`config.mk`:
```
export PLATFORM = sky130hd
export DESIGN_NAME = mem_port_arbiter
export DESIGN_NICKNAME = d
export VERILOG_FILES = /design/src/rtl/mem_port_arbiter.sv
export SDC_FILE = /design/constraint.sdc
export NUM_CORES = 1
export LEC_CHECK = 0
export CELL_PAD_IN_SITES_DETAIL_PLACEMENT = 0
export CELL_PAD_IN_SITES_GLOBAL_PLACEMENT = 1
export CORE_MARGIN = 3
export CORE_UTILIZATION = 36
export DETAILED_ROUTE_END_ITERATION = 10
export PLACE_DENSITY_LB_ADDON = 0.1
export SLEW_MARGIN = 25
export SYNTH_ARGS = -nofsm -noshare
export SYNTH_HDL_FRONTEND = slang
export SYNTH_SLANG_ARGS = --single-unit
```
`constraint.sdc`:
```
create_clock -name CLK -period 2.9 [get_ports CLK]
set_clock_uncertainty 0.2 [all_clocks]
set_input_delay 0.435 -clock CLK [delete_from_list [all_inputs] [get_ports CLK]]
set_output_delay 0.435 -clock CLK [all_outputs]
set_load 0.005 [all_outputs]
```
`src/rtl/mem_port_arbiter.sv`:
```
// mem_port_arbiter: lets fetch (IF) and memory stage (MEM) share a single-port RAM.
// Each RAM transaction lasts LAT cycles. MEM wins over IF. A requester that was just
// served skips the arbitration in its own pulse cycle, so the two requesters alternate.
//
// Ports:
//   CLK, RST                      clock (rising edge), asynchronous active-low reset
//   IF_REQ/IF_ADDR                fetch read request and address
//   IF_GNT/IF_DATA                one-cycle grant pulse, last fetched word
//   MEM_REQ/WE/SIZE/ADDR/WDATA    data access request
//   MEM_DONE/MEM_RDATA            one-cycle completion pulse, last load data
//   RAM_*                         single-port RAM interface (RAM_RDATA valid in last cycle)
//   STALL_IF, STALL_ALL           pipeline hold controls
module mem_port_arbiter #(
  parameter int unsigned ADDR_W = 8,
  parameter int unsigned DATA_W = 32,
  parameter int unsigned LAT    = 2
) (
  input  logic              CLK,
  input  logic              RST,
  input  logic              IF_REQ,
  input  logic [ADDR_W-1:0] IF_ADDR,
  output logic              IF_GNT,
  output logic [DATA_W-1:0] IF_DATA,
  input  logic              MEM_REQ,
  input  logic              MEM_WE,
  input  logic [1:0]        MEM_SIZE,
  input  logic [ADDR_W-1:0] MEM_ADDR,
  input  logic [DATA_W-1:0] MEM_WDATA,
  output logic              MEM_DONE,
  output logic [DATA_W-1:0] MEM_RDATA,
  output logic              RAM_EN,
  output logic              RAM_WE,
  output logic [1:0]        RAM_SIZE,
  output logic [ADDR_W-1:0] RAM_ADDR,
  output logic [DATA_W-1:0] RAM_WDATA,
  input  logic [DATA_W-1:0] RAM_RDATA,
  output logic              STALL_IF,
  output logic              STALL_ALL
);

  localparam int unsigned     CntW    = (LAT > 1) ? $clog2(LAT) : 1;
  localparam logic [CntW-1:0] CntInit = CntW'(LAT - 1);

  typedef enum logic {StIdle, StAcc} state_e;

  state_e              state_q, state_d;
  logic [CntW-1:0]     cnt_q, cnt_d;
  logic                owner_mem_q, owner_mem_d;
  logic                we_q, we_d;
  logic [1:0]          size_q, size_d;
  logic [ADDR_W-1:0]   addr_q, addr_d;
  logic [DATA_W-1:0]   wdata_q, wdata_d;
  logic                if_gnt_q, if_gnt_d;
  logic                mem_done_q, mem_done_d;
  logic [DATA_W-1:0]   if_data_q, if_data_d;
  logic [DATA_W-1:0]   mem_rdata_q, mem_rdata_d;
  logic                mem_elig, if_elig, acc, last;

  // A requester whose pulse is high this cycle has just been served and yields.
  assign mem_elig = MEM_REQ && !mem_done_q;
  assign if_elig  = IF_REQ && !if_gnt_q;
  assign acc      = (state_q == StAcc);
  assign last     = acc && (cnt_q == '0);

  always_comb begin
    state_d     = state_q;
    cnt_d       = cnt_q;
    owner_mem_d = owner_mem_q;
    we_d        = we_q;
    size_d      = size_q;
    addr_d      = addr_q;
    wdata_d     = wdata_q;
    if_gnt_d    = 1'b0;
    mem_done_d  = 1'b0;
    if_data_d   = if_data_q;
    mem_rdata_d = mem_rdata_q;
    unique case (state_q)
      StIdle: begin
        if (mem_elig) begin
          owner_mem_d = 1'b1;
          we_d        = MEM_WE;
          size_d      = MEM_SIZE;
          addr_d      = MEM_ADDR;
          wdata_d     = MEM_WDATA;
          cnt_d       = CntInit;
          state_d     = StAcc;
        end else if (if_elig) begin
          owner_mem_d = 1'b0;
          we_d        = 1'b0;
          size_d      = 2'b10;
          addr_d      = IF_ADDR;
          wdata_d     = '0;
          cnt_d       = CntInit;
          state_d     = StAcc;
        end
      end
      StAcc: begin
        if (cnt_q != '0) begin
          cnt_d = cnt_q - CntW'(1);
        end else begin
          state_d = StIdle;
          if (owner_mem_q) begin
            mem_done_d = 1'b1;
            if (!we_q) mem_rdata_d = RAM_RDATA;
          end else begin
            if_gnt_d  = 1'b1;
            if_data_d = RAM_RDATA;
          end
        end
      end
      default: state_d = StIdle;
    endcase
  end

  always_ff @(posedge CLK or negedge RST) begin
    if (!RST) begin
      state_q     <= StIdle;
      cnt_q       <= '0;
      owner_mem_q <= 1'b0;
      we_q        <= 1'b0;
      size_q      <= '0;
      addr_q      <= '0;
      wdata_q     <= '0;
      if_gnt_q    <= 1'b0;
      mem_done_q  <= 1'b0;
      if_data_q   <= '0;
      mem_rdata_q <= '0;
    end else begin
      state_q     <= state_d;
      cnt_q       <= cnt_d;
      owner_mem_q <= owner_mem_d;
      we_q        <= we_d;
      size_q      <= size_d;
      addr_q      <= addr_d;
      wdata_q     <= wdata_d;
      if_gnt_q    <= if_gnt_d;
      mem_done_q  <= mem_done_d;
      if_data_q   <= if_data_d;
      mem_rdata_q <= mem_rdata_d;
    end
  end

  // RAM bus is zero outside an access; the write strobe only fires in the final cycle,
  // so a reset part-way through a store never reaches the array.
  assign RAM_EN    = acc;
  assign RAM_WE    = last && we_q;
  assign RAM_SIZE  = acc ? size_q : '0;
  assign RAM_ADDR  = acc ? addr_q : '0;
  assign RAM_WDATA = acc ? wdata_q : '0;

  assign IF_GNT    = if_gnt_q;
  assign IF_DATA   = if_data_q;
  assign MEM_DONE  = mem_done_q;
  assign MEM_RDATA = mem_rdata_q;

  // Gated by RST so every output reads 0 while reset is held.
  assign STALL_ALL = RST && MEM_REQ && !mem_done_q;
  assign STALL_IF  = STALL_ALL || (RST && IF_REQ && !if_gnt_q);

endmodule
```
==> results of run 1 <==
[logic make-up after synthesis]
kind of cell / after synthesis / share of synthesized area
simple gates: 53 / 0.0707
compound gates: 40 / 0.0718
mux: 80 / 0.219
buf+inv: 26 / 0.0433
flops: 112 / 0.596
[final cells by class]
| cell class | count | share of cell area |
|---|---|---|
| Clock buffer | 13 | 0.0381 |
| Inverter | 4 | 0.00212 |
| Sequential cell | 112 | 0.395 |
| Clock inverter | 3 | 0.00212 |
| Multi-Input combinational cell | 173 | 0.240 |
| Timing Repair Buffer | 204 | 0.292 |
| Tap cell | 172 | 0.0303 |
[power by group]
| group | switching, µW | internal [µW] |
|---|---|---|
| Combinational | 1260 | 2610 |
| Clock | 536 | 650 |
| Sequential | 439 | 2380 |
| Total | 2230 | 5640 |
[Yosys cell counts (all sizes together)]
cell type	count	share of area
a21o	2	0.0032
a21oi	2	0.0021
and3b	1	0.0019
o21a	2	0.0032
buf	18	0.037
and2	42	0.056
mux2	80	0.22
clkbuf	4	0.0032
dfrtp	112	0.60
a22o	34	0.063
nor3	1	0.0011
nor2	5	0.0051
nand2	1	0.00080
nand2b	3	0.0056
inv	4	0.0032
[state kept, by name, indices dropped and copies added (netlist names)]
signal / flops
IF_DATA: 32
MEM_RDATA: 32
wdata_q: 32
addr_q: 8
size_q: 2
IF_GNT: 1
MEM_DONE: 1
RAM_EN: 1
cnt_q: 1
owner_mem_q: 1
we_q: 1
[critical path, delay by kind of cell (launching register included)]
| family | cells | cell delay, ns |
|---|---|---|
| flip-flops | 1 | 0.66 |
| buffers and inverters | 2 | 0.74 |
| AND/OR/NAND/NOR | 1 | 0.16 |
[routing by layer]
layer,global-route usage,up-vias,wire (µm)
met5,0,-,0
met4,0.0382,0,114
met2,0.255,120,5430
met1,0.216,1546,4930
met3,0.0702,7,1020
li1,-,1468,-
[how the worst max path moves through the flow]
stage	startpoint	end	slack, ns	cells after the start
floorplan	MEM_DONE$_DFF_PN0_	addr_q[3]$_DFFE_PN0P_	1.26	6
global placement	MEM_REQ	STALL_IF	0.50	4
detailed placement	MEM_REQ	STALL_IF	0.50	4
CTS	RAM_EN$_DFF_PN0_	RAM_WDATA[29]	0.31	3
global route	RAM_EN$_DFF_PN0_	RAM_ADDR[7]	0.20	3
finish	RAM_EN$_DFF_PN0_	RAM_WDATA[29]	0.35	3
[metrics by stage]
step,cell area (µm²),utilization
6_report,7100,0.558
4_1_cts,7100,0.558
3_3_place_gp,6810,0.535
3_5_place_dp,6810,0.535
2_1_floorplan,4710,-
5_1_grt,7100,0.558
==> results by group, run 1 <==
Logic synthesis
  • Ys Warns: 0
  • Post-synthesis cell type count: 23
  • Syn avg cell area: around 15 µm²
  • Syn Inst Count: around 310
  • Post-Syn Area: 0.00471 mm²
  • Yosys reg bits: 112
  • Seq/Total Area, Yosys: 0.596
  • Synthesized Nets: 398

Critical path
  • Reg2Reg Depth: 3
  • Worst R2R Start: RAM_EN$_DFF_PN0_
  • Slowest cell on the critical path: dfrtp_1
  • R2R setup slack: 0.69 ns
  • Slowest stage delay, CP: roughly 0.66 ns
  • Worst r2r dst: MEM_RDATA[31]$_DFFE_PN0P_
  • Kind of end point of the critical path: primary output
  • Crit-path cells: buf_12 > and2_1 > clkdlybuf4s50_1
  • Startpoint Class: register
  • Critical path type: register to primary output
  • Critical path data arrival time: 1.91 ns
  • Worst EP required: approximately 2.3 ns
  • Crit-path max FO: 34

Clock tree
  • H-tree levels: 3
  • CTS Buffer Depth: 2
  • Post-CTS Resized: 0
  • Clock transition at the registers of the reported paths: around 0.07 ns
  • CTS root buf: clkbuf_16
  • CTS buffer count: 9
  • CTS Hold Buffers Added: 0
  • Worst skew pair latency: 0.35 ns
  • Clock sink count: 112
  • CTS tree: built
  • Post-CTS setup buffer count: 0

Power
  • Leak Pwr: 0.00305 µW
  • Maximum vdd drop: approximately 420 µV
  • Power Total: approximately 7900 µW
  • Power per cell area: 1110 mW/mm²

Route
  • Routed via count: 3141
  • Via density: 4.61
  • First-pass detailed-route iteration total: 4
  • Antenna viol nets, final: 0
  • Initial DRC count: 198
  • Remaining DRCs: 0
  • Routed WL: 11500 µm
  • Average wire per standard cell: 16.9 µm

Timing
  • WHS: -0.0168 ns
  • Worst-Margin Slew: about 0.66 ns
  • Final Cycle Share: 0.878
  • Fmax: 393 MHz
  • Final hold vios: 9
  • Final worst slack: between 0.3 and 0.4 ns
  • Min Tclk post-route: 2.55 ns
  • Total Neg Setup Slack: 0 ns
  • RSZ-0062 raised after global routing: no
  • Final Max Tran Viols: 0
  • # setup viols final: 0
  • Worst rel slew slack: 0.563

Outcome
  • Run status: finished with violations
  • Violated checks: hold timing

Global routing
  • Initial antenna violation count: 0
  • Largest net degree at the start of global routing: 113
  • Total track usage: 0.164
  • First-pass GRT wire length: 18700 µm
  • Grt total ovfl: 0
  • Vias in the first global route: 3401

Final layout
  • Share of layout cells above drive strength 1: 0.204
  • Fill count: 1163
  • Area occupied by multi-input gates: ~0.0017 mm²
  • Fin cells: 681
  • Commonest non-fill, non-tap cell in the layout: clkdlybuf4s50_1
  • Most frequent cells in the layout: 197 x clkdlybuf4s50_1, 112 x dfrtp_1, 44 x mux2_2
  • Reg area: ~0.0028 mm²
  • Ant. Diodes: 0
  • Final nets: 591
  • Area Overhead vs Synth: 50.8%

Floorplanning
  • Die height: 120 µm
  • Top Ports: 199
  • Starting Density: 0.370
  • Row Count: 41
  • Die area: 0.0145 mm²
  • Placeable Area: about 0.013 mm²
  • Die width: between 100 and 150 µm

Worst hold path
  • Hold Path Class: primary input to asynchronous set/reset pin

Place
  • Post-DP HPWL: 7960 µm
  • Pre-CTS setup slack: 0.501 ns
  • PortBufs: between 150 and 200
  • GPL Wtd Cong: 0.745
  • Inst Count DP: 665

Run
  • Max Cap Viol: 0
Power figures use the tool's default switching activity.
==> run 2, diff against run 1 <==
--- a/config.mk
+++ b/config.mk
@@ -7,7 +7,7 @@
 export LEC_CHECK = 0
 export CELL_PAD_IN_SITES_DETAIL_PLACEMENT = 0
 export CELL_PAD_IN_SITES_GLOBAL_PLACEMENT = 1
-export CORE_MARGIN = 3
+export CORE_MARGIN = 2
 export CORE_UTILIZATION = 36
 export DETAILED_ROUTE_END_ITERATION = 10
 export PLACE_DENSITY_LB_ADDON = 0.1
==> run 2 against run 1 <==
Net effect:
- routed wire length is 0.50% lower
- total power up 1.4%
- core utilization up 0.52 points
- the run now ends clean
- largest power group unchanged
- highest routed layer unchanged
- cell count up 0.73%
- sequential power decreased by 1%
- clock-buffer cell count fell by 3
- flip-flop and latch count stayed put
- cell area rose by 0.53%
- die area shrank 3.3%
==> results by group, run 2 (synthesized netlist as in run 1, its figures left out) <==
Clock tree
  • CTS tree: built
  • CTS root buf: clkbuf_16
  • CTS Buffer Depth: 2
  • Clock sink count: about 110
  • Clock transition at the registers of the reported paths: 0.07 ns
  • Worst skew pair latency: 0.35 ns
  • H-tree levels: 3
  • Post-CTS setup buffer count: 0
  • CTS buffer count: 9

Place
  • Post-DP HPWL: a little under 8000 µm
  • GPL Wtd Cong: 0.723
  • PortBufs: ~200

Global routing
  • Total track usage: 0.169
  • Global Route met2 Usage: 0.246
  • Vias in the first global route: approximately 3400
  • M3 GR Usage: 0.0743
  • Grt total ovfl: 0
  • Initial antenna violation count: 0
  • First-pass GRT wire length: 18500 µm
  • Largest net degree at the start of global routing: 83
  • Top Usage Layer GRT: met2
  • M1 GR Usage: 0.227

Worst hold path
  • WHS Endpoint: wdata_q[17]$_DFFE_PN0P_
  • Hold Crit Depth: 1
  • HP Start: wdata_q[17]$_DFFE_PN0P_
  • Hold Path Class: register to register

Power
  • Reg power frac: 0.348
  • Maximum vdd drop: 485 µV
  • Leak Pwr: 0.00307 µW
  • Switching share of power: 0.281
  • P_sw: 2240 µW
  • Power per cell area: 1120 mW/mm²
  • Cell internal pwr: ~5700 µW
  • Power share of the combinational group: 0.482
  • Clock power share: 0.169

Critical path
  • Kind of end point of the critical path: primary output
  • Crit-path max FO: 2
  • Startpoint Class: primary input
  • Worst EP required: 2.27 ns
  • Reg2Reg Depth: 4
  • R2R setup slack: approximately 0.79 ns
  • Worst r2r dst: MEM_RDATA[0]$_DFFE_PN0P_
  • Critical path data arrival time: between 1.5 and 2 ns
  • Worst R2R Start: RAM_EN$_DFF_PN0_
  • Critical path type: primary input to primary output

Route
  • Remaining DRCs: 0
  • First-pass detailed-route iteration total: 6
  • Routed via count: 3198
  • Average wire per standard cell: about 17 µm
  • Routed WL: 11400 µm
  • Antenna viol nets, final: 0
  • Initial DRC count: 155
  • Via density: 4.66

Timing
  • RSZ-0062 raised after global routing: no
  • Total Neg Setup Slack: 0 ns
  • WHS: 0.301 ns
  • Final hold vios: 0
  • # setup viols final: 0
  • Min Tclk post-route: 2.48 ns
  • Fmax: between 400 and 500 MHz
  • Worst rel slew slack: 0.502
  • Final Max Tran Viols: 0
  • Final Cycle Share: 0.856
  • Worst-Margin Slew: between 0.7 and 0.8 ns

Floorplanning
  • Die height: 118 µm
  • Starting Density: 0.371
  • Placeable Area: 0.0127 mm²
  • Die width: 118 µm
  • Top Ports: a little under 200
  • Die area: between 0.01 and 0.015 mm²
  • Row Count: slightly above 40

Run
  • Max Cap Viol: 0

Final layout
  • Share of layout cells above drive strength 1: 0.212
  • Final nets: approximately 600
  • Area occupied by multi-input gates: between 0.0015 and 0.002 mm²
  • Util after Layout: 0.563
  • Fill count: 1082
  • Area Overhead vs Synth: 51.6%
  • Reg area: 0.00280 mm²
  • Commonest non-fill, non-tap cell in the layout: clkdlybuf4s50_1
  • Most frequent cells in the layout: 197 x clkdlybuf4s50_1, 112 x dfrtp_1, 44 x mux2_2
  • Ant. Diodes: 0

Outcome
  • Run status: finished clean
run 2: cell count changes in the layout (fill, tap and decap cells not counted), moves of 2 or more:
cell / delta
buf_4: +7
buf_12: -4
clkinv_2: -2
clkbuf_8: -2
bufinv_16: +2
run 2: worst max path at each step:
| stage | from | to | slack, ns | cells after the start |
|---|---|---|---|---|
| after floorplan | MEM_DONE$_DFF_PN0_ | addr_q[3]$_DFFE_PN0P_ | 1.26 | 6 |
| after global placement | MEM_REQ | STALL_IF | 0.50 | 4 |
| after detailed placement | MEM_REQ | STALL_IF | 0.51 | 4 |
| after CTS | RST | STALL_IF | 0.40 | 5 |
| after global routing | RST | STALL_IF | 0.36 | 5 |
| final | RST | STALL_IF | 0.42 | 5 |
run 2: stage by stage:
stage                     area (µm²)  setup WS (ns)  power [µW]  instances
final                           7130          0.419        7980        686
after global routing            7130          0.360        8510        686
after CTS                       7130          0.399        8110        686
after detailed placement        6790          0.510        6710        669
after global placement          6790          0.503        6650        669
after floorplan                 4710           1.26        4760        311
run 2: what timing repair did:
| action | 4_1_cts | 5_1_grt |
|---|---|---|
| gates resized for setup | 0 | 0 |
| hold endpoints to repair | 30 | 0 |
| hold buffers | 1 | 0 |
run 2: layout make-up:
class,count,area share
Timing Repair Buffer,209,0.290
Inverter,4,0.00210
Clock inverter,6,0.0126
Clock buffer,10,0.0335
Tap cell,172,0.0302
Multi-Input combinational cell,173,0.239
Sequential cell,112,0.393
run 2: critical path: stages:
cell             delay (ns)
dlygate4sd3_1          0.57
buf_4                  0.12
inv_1                  0.06
a21oi_1                0.11
clkdlybuf4s50_1        0.55
run 2: routing by layer:
metal,part of all wire,vias up,routed length [µm]
met5,0,-,0
met4,0.014,0,157
met3,0.090,12,1030
met2,0.44,128,5020
met1,0.46,1580,5230
li1,-,1478,-
run 2: power groups by stage:
stage	combinational, µW	sequential [µW]	clock (µW)
after floorplan	1970	2780	0
after global placement	3870	2780	0
after detailed placement	3910	2800	0
after CTS	3930	2790	1390
after global routing	4150	2890	1470
final	3850	2780	1350
